## config.mk

```make
export PLATFORM = sky130hd
export DESIGN_NAME = pipeline_hazard_ctrl
export DESIGN_NICKNAME = d
export VERILOG_FILES = /design/src/rtl/pipeline_hazard_ctrl.sv
export SDC_FILE = /design/constraint.sdc
export NUM_CORES = 1
export LEC_CHECK = 0
export CAP_MARGIN = 0
export CORE_MARGIN = 5
export CORE_UTILIZATION = 40
export CTS_BUF_LIST = sky130_fd_sc_hd__clkbuf_2 sky130_fd_sc_hd__clkbuf_4 sky130_fd_sc_hd__clkbuf_8
export CTS_CLUSTER_SIZE = 30
export DETAILED_ROUTE_END_ITERATION = 8
export PLACE_DENSITY = 0.77
export SYNTH_ARGS = -nofsm -noshare
export SYNTH_HDL_FRONTEND = slang
export SYNTH_SLANG_ARGS = --single-unit
```

## constraint.sdc

```tcl
create_clock -name clk -period 3.95 [get_ports clk]
set_input_delay 0.79 -clock clk [delete_from_list [all_inputs] [get_ports clk]]
set_output_delay 0.79 -clock clk [all_outputs]
set_load 0.02 [all_outputs]
```

## src/rtl/pipeline_hazard_ctrl.sv

```systemverilog
// ---------------------------------------------------------------------------
// pipeline_hazard_ctrl : stall/flush sequencer with a 3-slot RAW scoreboard
// Revision: 1.0
// ---------------------------------------------------------------------------
`default_nettype none

module pipeline_hazard_ctrl #(
   parameter int REG_ADDR_W = 5,
   parameter int CNT_W      = 16
) (
   input  logic                  clk,
   input  logic                  rst,
   input  logic                  id_valid,
   input  logic [REG_ADDR_W-1:0] id_rs1,
   input  logic                  id_rs1_used,
   input  logic [REG_ADDR_W-1:0] id_rs2,
   input  logic                  id_rs2_used,
   input  logic [REG_ADDR_W-1:0] id_rd,
   input  logic                  id_wen,
   input  logic                  mem_busy,
   input  logic                  flush_req,
   output logic                  pc_stall,
   output logic                  ifid_stall,
   output logic                  ifid_flush,
   output logic                  idex_stall,
   output logic                  idex_bubble,
   output logic                  exmem_stall,
   output logic                  memwb_bubble,
   output logic [1:0]            ctrl_state,
   output logic [CNT_W-1:0]      stall_count
);

   typedef enum logic [1:0] {
      ST_RUN   = 2'd0,
      ST_HAZ   = 2'd1,
      ST_MEMW  = 2'd2,
      ST_FLUSH = 2'd3
   } state_t;

   state_t                  state_q, state_d;
   logic [2:0]              sb_valid_q, sb_valid_d;
   logic [REG_ADDR_W-1:0]   sb_rd_q [3];
   logic [REG_ADDR_W-1:0]   sb_rd_d [3];
   logic                    flush_pending_q, flush_pending_d;
   logic [CNT_W-1:0]        stall_count_q, stall_count_d;

   logic                    w_hazard;
   logic                    w_shift;
   logic                    w_new_valid;
   logic [REG_ADDR_W-1:0]   w_new_rd;

   // WB-slot matches count too: the register file commits on the same edge.
   always_comb begin
      w_hazard = 1'b0;
      for (int i = 0; i < 3; i++) begin
         if (sb_valid_q[i]) begin
            if (id_rs1_used && (id_rs1 != '0) && (id_rs1 == sb_rd_q[i]))
               w_hazard = 1'b1;
            if (id_rs2_used && (id_rs2 != '0) && (id_rs2 == sb_rd_q[i]))
               w_hazard = 1'b1;
         end
      end
      w_hazard = w_hazard & id_valid;
   end

   always_comb begin
      pc_stall        = 1'b0;
      ifid_stall      = 1'b0;
      ifid_flush      = 1'b0;
      idex_stall      = 1'b0;
      idex_bubble     = 1'b0;
      exmem_stall     = 1'b0;
      memwb_bubble    = 1'b0;
      state_d         = ST_RUN;
      flush_pending_d = flush_pending_q;
      w_shift         = 1'b1;
      w_new_valid     = 1'b0;
      w_new_rd        = id_rd;

      if (!rst) begin
         w_shift = 1'b0;
      end else if (mem_busy) begin
         pc_stall        = 1'b1;
         ifid_stall      = 1'b1;
         idex_stall      = 1'b1;
         exmem_stall     = 1'b1;
         memwb_bubble    = 1'b1;
         state_d         = ST_MEMW;
         flush_pending_d = flush_pending_q | flush_req;
         w_shift         = 1'b0;
      end else if (flush_req || flush_pending_q) begin
         ifid_flush      = 1'b1;
         idex_bubble     = 1'b1;
         state_d         = ST_FLUSH;
         flush_pending_d = 1'b0;
      end else if (w_hazard) begin
         pc_stall    = 1'b1;
         ifid_stall  = 1'b1;
         idex_bubble = 1'b1;
         state_d     = ST_HAZ;
      end else begin
         w_new_valid = id_valid & id_wen & (id_rd != '0);
      end

      sb_valid_d = sb_valid_q;
      sb_rd_d    = sb_rd_q;
      if (w_shift) begin
         sb_valid_d = {sb_valid_q[1], sb_valid_q[0], w_new_valid};
         sb_rd_d[2] = sb_rd_q[1];
         sb_rd_d[1] = sb_rd_q[0];
         sb_rd_d[0] = w_new_rd;
      end

      stall_count_d = stall_count_q;
      if (pc_stall && (stall_count_q != {CNT_W{1'b1}}))
         stall_count_d = stall_count_q + 1'b1;
   end

   always_ff @(posedge clk or negedge rst) begin
      if (!rst) begin
         state_q         <= ST_RUN;
         sb_valid_q      <= '0;
         sb_rd_q[0]      <= '0;
         sb_rd_q[1]      <= '0;
         sb_rd_q[2]      <= '0;
         flush_pending_q <= 1'b0;
         stall_count_q   <= '0;
      end else begin
         state_q         <= state_d;
         sb_valid_q      <= sb_valid_d;
         sb_rd_q         <= sb_rd_d;
         flush_pending_q <= flush_pending_d;
         stall_count_q   <= stall_count_d;
      end
   end

   assign ctrl_state  = state_q;
   assign stall_count = stall_count_q;

endmodule

`default_nettype wire

```

-- Yosys cells after proc, flatten, opt, wreduce, memory -nomap -nowiden
Cells that the tools add are included.
- register bits after elaboration: 37
- latch bits: 0
- RAM bits: 0
- ROM bits: 0
- input bits: 23
- output and inout port bits: 25
- logic and storage cells: 67
- memories kept: 0
- add/subtract/negate cells: 1
- multiply operators: 0
- div/mod/pow operators: 0
- magnitude comparators: 0
- eq/ne operators: 7
- shifts and indexed selects: 0
- multiplexer cells: 33
- bitwise logic cells: 4
- reduce and logical (&&, ||, !) cells: 15
- operators with widths (cell ; number):
    5-bit == test ; 6
    1-bit 2-to-1 mux ; 30
    16-bit by 1-bit adder with 16-bit output (second input constant) ; 1
    16-bit != test (second input constant) ; 1
    5-bit nonzero test ; 3
    1-bit logical AND ; 9
    2-bit 2-to-1 mux ; 3
    1-bit bitwise AND ; 3
    2-bit AND reduction ; 1
    2-bit nonzero test ; 1
    1-bit logical OR ; 1
    1-bit OR ; 1

-- Logic depth before layout (Yosys ltp)
- word-level depth: 18
- mapped depth: 8
- gate-level depth less buffers: 8

-- Worst setup path before layout
No wires, ideal clock.
- path kind: input to output
- from: input port id_rs1[1]
- to: output port pc_stall
- arrival time: 2.324 ns
- required time: 3.160 ns
- path slack: 0.836 ns
- cell stages on the path: 7
- buffers on the path: 1
- cell sequence: or4_1 o21ai_1 nor2_1 o31a_4 a211oi_4 inv_4 buf_4
- word-level cells in the longest chain between the ends: 17
- elaborated cells on any way between the ends: 22
- those cells by class: eq/ne: 3; mux: 13; bitwise: 1; reduce/logical: 5
- ends and longest elaborated chain (element ; line ; source):
    start: declaration ; 14 ; input logic [REG_ADDR_W-1:0] id_rs1,
    5-bit nonzero test ; 57 ; if (id_rs1_used && (id_rs1 != '0) && (id_rs1 == sb_rd_q[i]))
    1-bit logical AND (2 in series) ; 57 ;
    1-bit 2-to-1 mux ; 57 ;
    1-bit 2-to-1 mux ; 59 ; if (id_rs2_used && (id_rs2 != '0) && (id_rs2 == sb_rd_q[i]))
    1-bit 2-to-1 mux ; 56 ; if (sb_valid_q[i]) begin
    1-bit 2-to-1 mux ; 57 ;
    1-bit 2-to-1 mux ; 59 ;
    1-bit 2-to-1 mux ; 56 ;
    1-bit 2-to-1 mux ; 57 ;
    1-bit 2-to-1 mux ; 59 ;
    1-bit 2-to-1 mux * ; 56 ;
    1-bit bitwise AND * ; 63 ; w_hazard = w_hazard & id_valid;
    1-bit 2-to-1 mux * (4 in series) ; -- ;
    end: declaration ; 22 ; output logic pc_stall,
Every way passes the cells marked *; elsewhere a longest branch is shown, timed or not.

-- Final worst setup path
- from: input port id_rs2[2]
- to: output port ifid_stall
- word-level cells in the longest chain between the ends: 16
- elaborated cells on any way between the ends: 21
- those cells by class: eq/ne: 3; mux: 12; bitwise: 1; reduce/logical: 5
- ends and longest elaborated chain (element ; line ; source):
    start: declaration ; 16 ; input logic [REG_ADDR_W-1:0] id_rs2,
    5-bit nonzero test ; 59 ;
    1-bit logical AND (2 in series) ; 59 ;
    1-bit 2-to-1 mux ; 59 ;
    1-bit 2-to-1 mux ; 56 ;
    1-bit 2-to-1 mux ; 57 ;
    1-bit 2-to-1 mux ; 59 ;
    1-bit 2-to-1 mux ; 56 ;
    1-bit 2-to-1 mux ; 57 ;
    1-bit 2-to-1 mux ; 59 ;
    1-bit 2-to-1 mux * ; 56 ;
    1-bit bitwise AND * ; 63 ;
    1-bit 2-to-1 mux * ; 96 ; end else if (w_hazard) begin
    1-bit 2-to-1 mux * ; 91 ; end else if (flush_req || flush_pending_q) begin
    1-bit 2-to-1 mux * ; 82 ; end else if (mem_busy) begin
    1-bit 2-to-1 mux * ; 80 ; if (!rst) begin
    end: declaration ; 23 ; output logic ifid_stall,
Marked as above.

==> impl_results.md <==
- Outcome: finished clean
- Kind of cell adding the most delay to the critical path: buffers and inverters
- DR vias: ~1700
- Internal power: 747 uW
- Width of the die: just over 80 um
- Sw Ratio: 33.1%
- CP Capture Type: output pin
- Vias per cell: between 5 and 6
- Period minus WS final: between 3000 and 4000 ps
- Ant diodes: 0
- I/O pin count: 48
- Psw: roughly 370 uW
- Fmax achieved: ~270 MHz
- CTS Sinks: 37
- Vias in the first global route: approximately 1800
- First-pass DRT Iterations: 4
- Final period util: between 90% and 100%
- Die Ht: around 80 um
- P&R area growth vs syn: 32.0%
- Antenna Nets Post-Route: 0
- CTS tree: done
- Yosys warning count: 0
- Initial detailed-routing violation count: 68
- Clk Latency, worst-skew pair: roughly 280 ps
- Worst path max stage delay: around 540 ps
- P per Cell Area: between 400 and 500 nW/um^2
- Total wire length: about 5 mm
- Final non-filler cell total: approximately 350
- Gr usage total: around 17%
- Gate Count Post-Synth: 221
- WL/cell: 14.5 um
- Clock slew at reported path FFs: approximately 70 ps
- Max-slew headroom: about three quarters
- Grt ovf: 0
- Hold Crit Class: in -> async
- Pleak: 0.00129 uW
- Max_cap viols: 0
- Worst EP arrival: 2980 ps
- Area of the mapped netlist: 2070 um^2
- CTS Hold Bufs: 0
- Async set-reset flop share out of synthesis: 100%
- H-Tree Depth: 2
- Core area: between 5000 and 6000 um^2
- Critical Path, Cell by Cell: clkdlybuf4s50_1 -> or4_1 -> o21ai_0 -> a31oi_1 -> buf_4 -> a211oi_4 -> inv_4 -> dlygate4sd2_1
- FP Rows: 26
- GP Congestion: 0.939
- Synth Register Bits: 37
- DP Wirelength: ~3.8 mm
- Placement Cell Area: about 2600 um^2
- Seq/Total Area, Yosys: 44.7%
- Die area: 6720 um^2
- Critical path buffers and inverters: 4
- Worst Setup Path Type: in -> out
- IO Port Bufs: 47
- Final nets: 300
- Worst slew pin tran: approximately 400 ps
- Total CTS buffers: 5
- Syn Area/Cell: between 9 and 10 um^2
- Startpoint types: primary input
- Post-Layout Inst Area: approximately 2700 um^2
- Largest net degree at the start of global routing: 32
- Max Clock Skew: ~5.2 ps
- Final Setup Violations: 0
- DRC: 0
- Initial antenna violation count: 0
- Library cells used by synthesis: 38
- Initial core utilization: 40.8%
- Global-route wire length before repair: just under 9 mm
- WP data required: ~3200 ps
- Number of synthesized flops with an enable pin: 0
- Crit-path slowest cell: or4_1
- Combinational power share: between 20% and 30%
- Final Max Tran Viols: 0
- CTS Root Cell: clkbuf_8
- Synth Net Count: about 250
- Post-CTS setup repair buffer count: 0
- Main synth FF type: dfrtp_1
- CP max FO: 8
- Clock share of power: 24.0%
- Clock Tree Buf Depth: 2
- VDD IR max: between 0.0002 and 0.0003 V
- Placed cells: around 340
- RSZ-0062 raised after global routing: false
- Flop pwr share: 46.5%
- Fraction of layout cells with a size suffix above 1: approximately 10%
- Final Hold Viols: 0
## synth_stat cells, drive strengths merged, types with 4 or more instances
master / number / area share (%)
and3: 6 / 2.2
clkbuf: 5 / 1.1
dfrtp: 37 / 45
nand2: 59 / 11
nand3: 10 / 2.4
nand4: 4 / 1.2
nor2: 9 / 1.6
nor3: 4 / 0.97
nor4: 7 / 2.1
nor4b: 4 / 1.7
xnor2: 8 / 3.4
xor2: 36 / 15
## power groups by stage
stage | Clock (uW) | Combinational, uW | Sequential [uW]
after floorplan | 0 | 145 | 549
after global placement | 0 | 325 | 526
after detailed placement | 0 | 333 | 525
after CTS | 280 | 334 | 520
after global routing | 297 | 365 | 530
final | 268 | 329 | 519
## routing by layer
metal | up-vias | GRT usage [%] | wire, um
met3 | 8 | 4.82 | 253
met5 | - | 0 | 0
met1 | 842 | 22.0 | 2290
met4 | 0 | 4.15 | 58
li1 | 855 | - | -
met2 | 43 | 26.6 | 2410
## sequential cells by signal (all words and copies together), names as in the netlist
name	count
ctrl_state	2
stall_count	16
sb_rd_q	15
flush_pending_q	1
sb_valid_q	3
## repair_timing
item,4_1_cts,5_1_grt
resized for setup,3,0
hold endpoints to repair,0,0
endpoints found under the setup margin,3,0
## path summary, 6_finish.rpt
check	from	endpoint	slack, ps	cells after the start
setup / recovery	id_rs2[2]	ifid_stall	180	8
hold / removal	rst	sb_rd_q[0]$_DFFE_PN0P_	360	1
setup reg to reg	sb_rd_q[12]$_DFFE_PN0P_	stall_count[12]$_DFFE_PN0P_	1500	9
hold reg to reg	stall_count[5]$_DFFE_PN0P_	stall_count[5]$_DFFE_PN0P_	500	1
max in group asynchronous	rst	sb_rd_q[14]$_DFFE_PN0P_	2920	2
min in group clk	stall_count[5]$_DFFE_PN0P_	stall_count[5]$_DFFE_PN0P_	500	1
## final cells by class
class	instances	area [um^2]
fill	488	2340
multi-input combinational	174	1090
sequential	37	926
timing repair buffer	56	529
clock buffer	7	90.1
tap	70	87.6
inverter	2	10.0
## through the flow
| stage | TNS, ps | util [%] | hold WS, ps | total power (uW) | setup WS, ps |
|---|---|---|---|---|---|
| 2_1_floorplan | 0 | - | 469 | 694 | 836 |
| 3_3_place_gp | -74.0 | 52.1 | 483 | 851 | -37.1 |
| 3_5_place_dp | -161 | 52.1 | 494 | 858 | -58.4 |
| 4_1_cts | 0 | 53.8 | 351 | 1130 | 158 |
| 5_1_grt | 0 | 53.8 | 358 | 1190 | 35.1 |
| 6_report | 0 | 53.8 | 356 | 1120 | 177 |
## logic make-up (layout without fill, tap and decap cells)
family	Yosys count	in the layout	share of synthesized area, %
fa+ha+maj	1	1	0.604
xor+xnor	44	44	18.6
simple gates	115	115	27.4
mux	2	2	1.27
buf+inv	10	65	2.66
compound gates	12	12	4.77
flops	37	37	44.7
## cell usage in the layout, fill, tap and decap left out, types with 4 or more instances in the layout
master / count
nor2_1: 9
nor4b_1: 4
clkbuf_8: 6
buf_4: 9
clkdlybuf4s50_1: 43
nand4_1: 4
dfrtp_1: 37
nand3_1: 10
nor4_1: 7
xnor2_1: 8
nor3_1: 4
xor2_1: 36
nand2_1: 59
(Power assumes the default switching activity.)
